`src/rtl/fetch_sequencer.sv`:
```
// PC owner and one-entry fetch-to-decode buffer with a valid/ready handshake.
// It applies control-flow redirects and stops fetching once an ebreak has been handed to decode.
module fetch_sequencer #(
  parameter logic [31:0] RESET_PC    = 32'h0000_0000,
  parameter int          ADDR_BITS   = 24,
  parameter logic [31:0] EBREAK_WORD = 32'h0010_0073
) (
  input  logic        clk,
  input  logic        rst,
  output logic [31:0] imem_addr,
  input  logic [31:0] imem_rdata,
  input  logic        redirect_valid,
  input  logic [31:0] redirect_pc,
  output logic        id_valid,
  input  logic        id_ready,
  output logic [31:0] id_instr,
  output logic [31:0] id_pc,
  output logic [31:0] id_pc_plus4,
  output logic        halted
);

  typedef enum logic [1:0] {BOOT, RUN, HALT_PEND, HALT} state_t;

  state_t      state_reg;
  logic [31:0] pc_reg;
  logic [31:0] addr_mask;
  logic [31:0] pc_plus4;
  logic [31:0] redirect_target;
  logic        fire;
  logic        slot_free;

  // Keep only word-aligned bits that lie inside the byte-address space.
  genvar gi;
  generate
    for (gi = 0; gi < 32; gi++) begin : g_mask
      assign addr_mask[gi] = (gi >= 2) && (gi < ADDR_BITS);
    end
  endgenerate

  assign pc_plus4        = (pc_reg + 32'd4) & addr_mask;
  assign redirect_target = redirect_pc & addr_mask;
  assign fire            = id_valid & id_ready;
  assign slot_free       = !id_valid | id_ready;
  assign imem_addr       = pc_reg;

  always_ff @(posedge clk or posedge rst) begin
    if (rst) begin
      state_reg   <= BOOT;
      pc_reg      <= RESET_PC;
      id_valid    <= 1'b0;
      id_instr    <= 32'h0;
      id_pc       <= 32'h0;
      id_pc_plus4 <= 32'h0;
      halted      <= 1'b0;
    end else begin
      case (state_reg)
        BOOT: begin
          if (redirect_valid) pc_reg <= redirect_target;
          state_reg <= RUN;
        end
        RUN: begin
          if (redirect_valid) begin
            pc_reg   <= redirect_target;
            id_valid <= 1'b0;
          end else if (slot_free) begin
            id_instr    <= imem_rdata;
            id_pc       <= pc_reg;
            id_pc_plus4 <= pc_plus4;
            id_valid    <= 1'b1;
            // An ebreak freezes the PC on its own address until it is consumed.
            if (imem_rdata == EBREAK_WORD) state_reg <= HALT_PEND;
            else                           pc_reg    <= pc_plus4;
          end
        end
        HALT_PEND: begin
          if (redirect_valid) begin
            pc_reg    <= redirect_target;
            id_valid  <= 1'b0;
            state_reg <= RUN;
          end else if (fire) begin
            id_valid  <= 1'b0;
            halted    <= 1'b1;
            state_reg <= HALT;
          end
        end
        default: begin
          id_valid <= 1'b0;
          halted   <= 1'b1;
        end
      endcase
    end
  end

endmodule

```
`config.mk`:
```
export PLATFORM = sky130hd
export DESIGN_NAME = fetch_sequencer
export DESIGN_NICKNAME = d
export VERILOG_FILES = /design/src/rtl/fetch_sequencer.sv
export SDC_FILE = /design/constraint.sdc
export NUM_CORES = 1
export LEC_CHECK = 0
export ABC_AREA = 1
export BUFFER_PORTS_ARGS = -buffer_cell sky130_fd_sc_hd__buf_2
export CAP_MARGIN = 5
export CORE_MARGIN = 3
export CORE_UTILIZATION = 44
export CTS_CLUSTER_SIZE = 16
export DETAILED_ROUTE_END_ITERATION = 7
export PLACE_DENSITY = 0.76
export SYNTH_ARGS = -nofsm -noshare
export SYNTH_HDL_FRONTEND = slang
export SYNTH_SLANG_ARGS = --single-unit
```
`constraint.sdc`:
```
create_clock -name clk -period 2.95 [get_ports clk]
set_input_delay 0.1475 -clock clk [delete_from_list [all_inputs] [get_ports clk]]
set_output_delay 0.1475 -clock clk [all_outputs]
set_load 0.01 [all_outputs]
```
==> run summary <==
The flow ran to the end, and the final reports show no timing, DRC or antenna violations. From bottom edge to top edge, the die measures 114 um. The largest single stage delay on the critical path is 0.39 ns. The logs give 896 for the net count reported at finish and 5 for the first-pass detailed-route iteration total. Traced cell by cell, the critical path runs through inv_1 > ha_1 > nor2_2 > inv_1 > nor2_1 > a21oi_1 > nand2_1 > buf_4 > o21ai_0. For the pin with the worst max-slew slack, the measured transition is 0.637 ns. The first global-routing pass estimated 20900 um of wire. The power density normalized to cell area works out to 619 mW/mm^2.

Among all stages on the critical path, the largest delay is contributed by sky130_fd_sc_hd__dfrtp_1. Number of setup violations in the final report: 0. Total of cells resized after clock tree synthesis: 0. Top achievable clock speed: 0.476 GHz. The logs give 0.847 for the placer congestion estimate and 0 for the number of inserted diodes.

Leaving out filler cells and counting taps, the final layout contains 968. Counting the buffers created by CTS gives 9. The clock latency reported for the late side of the worst-skew pair is 0.34 ns.

The pin count of the biggest net entering global routing is 54, and the count of maximum capacitance violations is 0. The routed design has 13000 um of wire. The final number of max-transition violations was 0; the total standard cell area after synthesis was 0.00511 mm^2.

The layout overhead on the synthesized area was 21.7%. The number of flip-flops in the largest register came out at 32. The initial antenna violation count was 0. Summed over all nets, the switching power comes to 1.25 mW. TritonCTS built the clock tree. Once placement completed, the tool counted placed cells totaling 951. The worst endpoint required time is 3.17 ns, and the H-tree depth is 3.

The number of top-level pins is 198. Gate family responsible for the most delay along the worst path: simple AND/OR/NAND/NOR gates. The cell that appears most often on the critical path is sky130_fd_sc_hd__inv_1. For the final database, setup skew stands at 0.00689 ns.

Final critical-path share of the clock period: 71.2%. The number of hold-slack violations in the final timing report is 0. Number of DRC violations after detailed-routing iteration 0: 376. Across every metal layer, demand over resource in global routing totals 20.1%. The worst pin sits at a relative slew slack of 57.5%. The via count of the first global-routing pass was 4229. The count of clock tree sinks came out at 102.

In the final layout, the share of cells above drive strength 1 is 23.2%. The logs give 0.0130 mm^2 for the full die area and 673 for the post-synthesis instance total. In this run the deepest clock path goes through 2 buffers. The HPWL after detailed placement came out at 9710 um.

The routed wirelength normalized by instance count is 13.5 um. The post-CTS setup-driven buffer insertion count was 0; the endpoint arrival time on the critical path was 2.32 ns. The total leakage power was 3.53 nW; the standard-cell row count was 38. The starting density of the core was 46.2%; the met1 capacity usage during global routing was 27.9%. The worst ir drop on vdd was 0.336 mV; the internal power contribution was 2.61 mW. In this run, the combinational gates consume 21.7% of the power. Measured along the x axis, the die boundary spans 114 um. The post-synthesis average cell area was 7.60 um^2; the register clock-pin slew on the reported worst setup and hold paths was 0.08 ns. The number of antenna-violating nets in the routed design came out at 0. The share of total power in the clock network is 32.3%. Global routing consumed, on the met3 layer, 3.71% of the routing resources. The path class of the tightest hold or removal check is in2reg. Classification of the worst setup path: reg2reg. Counting distinct cell types in the post-synthesis netlist gives 28.

The tools report the category of the worst setup path launch point as a flip-flop. After global routing, the most crowded layer is met2. Area of the core: 0.0111 mm^2. The run gives 0 as the number of synthesis warnings. Setup repair after global routing left no endpoint under its margin. The final route contains 4558 vias. The number of buffers and inverters on the critical path works out to 3.

After detailed routing, the number of vias per cell comes to 4.71. Ranked by flip-flop count, first place goes to id_instr. Number of hold-repair buffers added at the cts stage: 1.

For the total DRC errors in the routed layout, the log shows 0. Setup total negative slack on the finished layout was measured at 0 ns. The residual overflow from global routing is 0. Of the total power, the share spent switching nets is 32.4%. Registers are responsible for 46.1% of the overall power. STA classifies the critical path endpoint as a flip-flop. The run gives 32.6% as the fraction of met2 tracks used by global routing. The count of buffers added on input and output ports is 157. Synthesis inferred 102 register bits. Along the worst path, the maximum fanout reaches 18. The proportion of synthesized chip area in sequential cells was 49.9%. The tools report the master cell of the clock root buffer as sky130_fd_sc_hd__clkbuf_16.

The worst path in the final design needs a cycle of 2.10 ns, including I/O delays and setup.
area by class of cell:
cell class | instances | area [um^2]
multi-input cells | 490 | 2120
clock buffers | 9 | 225
well taps | 140 | 175
repair buffers | 163 | 846
inverters | 57 | 216
clock inverters | 7 | 90.1
flip-flops and latches | 102 | 2550
fillers | 1076 | 4850
worst paths after layout:
check                                     start         endpoint  slack (ns)  cells after the start
min in group asynchronous                   rst        id_pc[22]        0.44                      3
worst max-delay path               state_reg[0]    imem_addr[16]        0.85                      9
worst max register to register     state_reg[0]    imem_addr[16]        0.85                      9
max in group asynchronous                   rst   id_pc_plus4[5]        1.79                      4
worst min-delay path             imem_rdata[19]     id_instr[19]       0.008                      3
worst min register to register  id_pc_plus4[17]  id_pc_plus4[17]        0.47                      2
power groups by stage:
stage | registers, mW | logic (mW) | clock network [mW]
detailed placement | 1.80 | 0.845 | 0
finish | 1.78 | 0.835 | 1.24
global route | 1.81 | 0.941 | 1.32
CTS | 1.78 | 0.849 | 1.27
floorplan | 1.88 | 0.402 | 0
global placement | 1.79 | 0.829 | 0
cell usage after synthesis, drive strengths merged:
library cell  instances  area share (%)
nand4                 5            0.61
a21oi                 1           0.098
conb                  1           0.073
dfrtp               102              50
ha                    5             1.2
o21ai                62             6.1
a21boi                3            0.44
mux2i                 4            0.78
o41ai                 1            0.17
nand2               314              23
nand3                14             1.4
inv                  57             4.2
nor3                  1           0.098
xnor2                 1            0.17
nor2                 41             3.5
clkbuf                6            0.44
o21a                  1            0.15
nand3b                1            0.15
buf                  47             6.3
xor2                  6             1.0
per-stage QoR:
stage               instance area, um^2  worst slack (ns)  util (%)  total power [mW]  hold slack [ns]
global route                       6220             0.636      56.2              4.07          0.00203
detailed placement                 5900             0.882      53.3              2.65            0.283
global placement                   5900             0.919      53.3              2.62            0.281
CTS                                6220             0.863      56.2              3.89         0.000370
finish                             6220             0.850      56.2              3.85          0.00842
floorplan                          5220             0.127         -              2.28            0.244
placed cells by master, fill, tap and decap left out, types with 2 or more instances in the layout:
master                      netlist  routed
sky130_fd_sc_hd__nand4_1          5       5
sky130_fd_sc_hd__buf_4           32       4
sky130_fd_sc_hd__clkbuf_16        0       9
sky130_fd_sc_hd__nor2_4           2       2
sky130_fd_sc_hd__buf_2           14     157
sky130_fd_sc_hd__inv_8            0       3
sky130_fd_sc_hd__a21boi_0         2       2
sky130_fd_sc_hd__clkinv_4         0       2
sky130_fd_sc_hd__o21ai_1          2       2
sky130_fd_sc_hd__nand3_1         14      14
sky130_fd_sc_hd__dfrtp_1        102     102
sky130_fd_sc_hd__nor2_2           4       4
sky130_fd_sc_hd__nand2_2          4       4
sky130_fd_sc_hd__mux2i_1          4       4
sky130_fd_sc_hd__nor2_1          35      35
sky130_fd_sc_hd__xor2_1           6       6
sky130_fd_sc_hd__inv_2            2       2
sky130_fd_sc_hd__nand2_1        310     309
sky130_fd_sc_hd__conb_1           1      30
sky130_fd_sc_hd__o21ai_0         60      60
sky130_fd_sc_hd__inv_1           55      54
sky130_fd_sc_hd__ha_1             5       5
cell families after synthesis:
| family | Yosys count | share of synthesized area [%] |
|---|---|---|
| flip-flops | 102 | 49.9 |
| AND/OR/NAND/NOR | 376 | 29.0 |
| multiplexers | 4 | 0.783 |
| AO/OA/AOI/OAI | 68 | 6.92 |
| adder cells (fa/ha/maj) | 5 | 1.22 |
| other | 1 | 0.0733 |
| buffers and inverters | 110 | 10.9 |
| XOR/XNOR | 7 | 1.20 |
routing by layer:
metal  vias up  wire [um]
met5         -          0
met4         0        204
met3        14        744
met2       151       6270
met1      2081       5800
li1       2312          -
worst min-delay path, cell delays in order:
cell	delay (ns)
sky130_fd_sc_hd__buf_2	0.08
sky130_fd_sc_hd__nand2_1	0.05
sky130_fd_sc_hd__nand2_1	0.04
No activity file was read; power rests on OpenSTA's default activity.
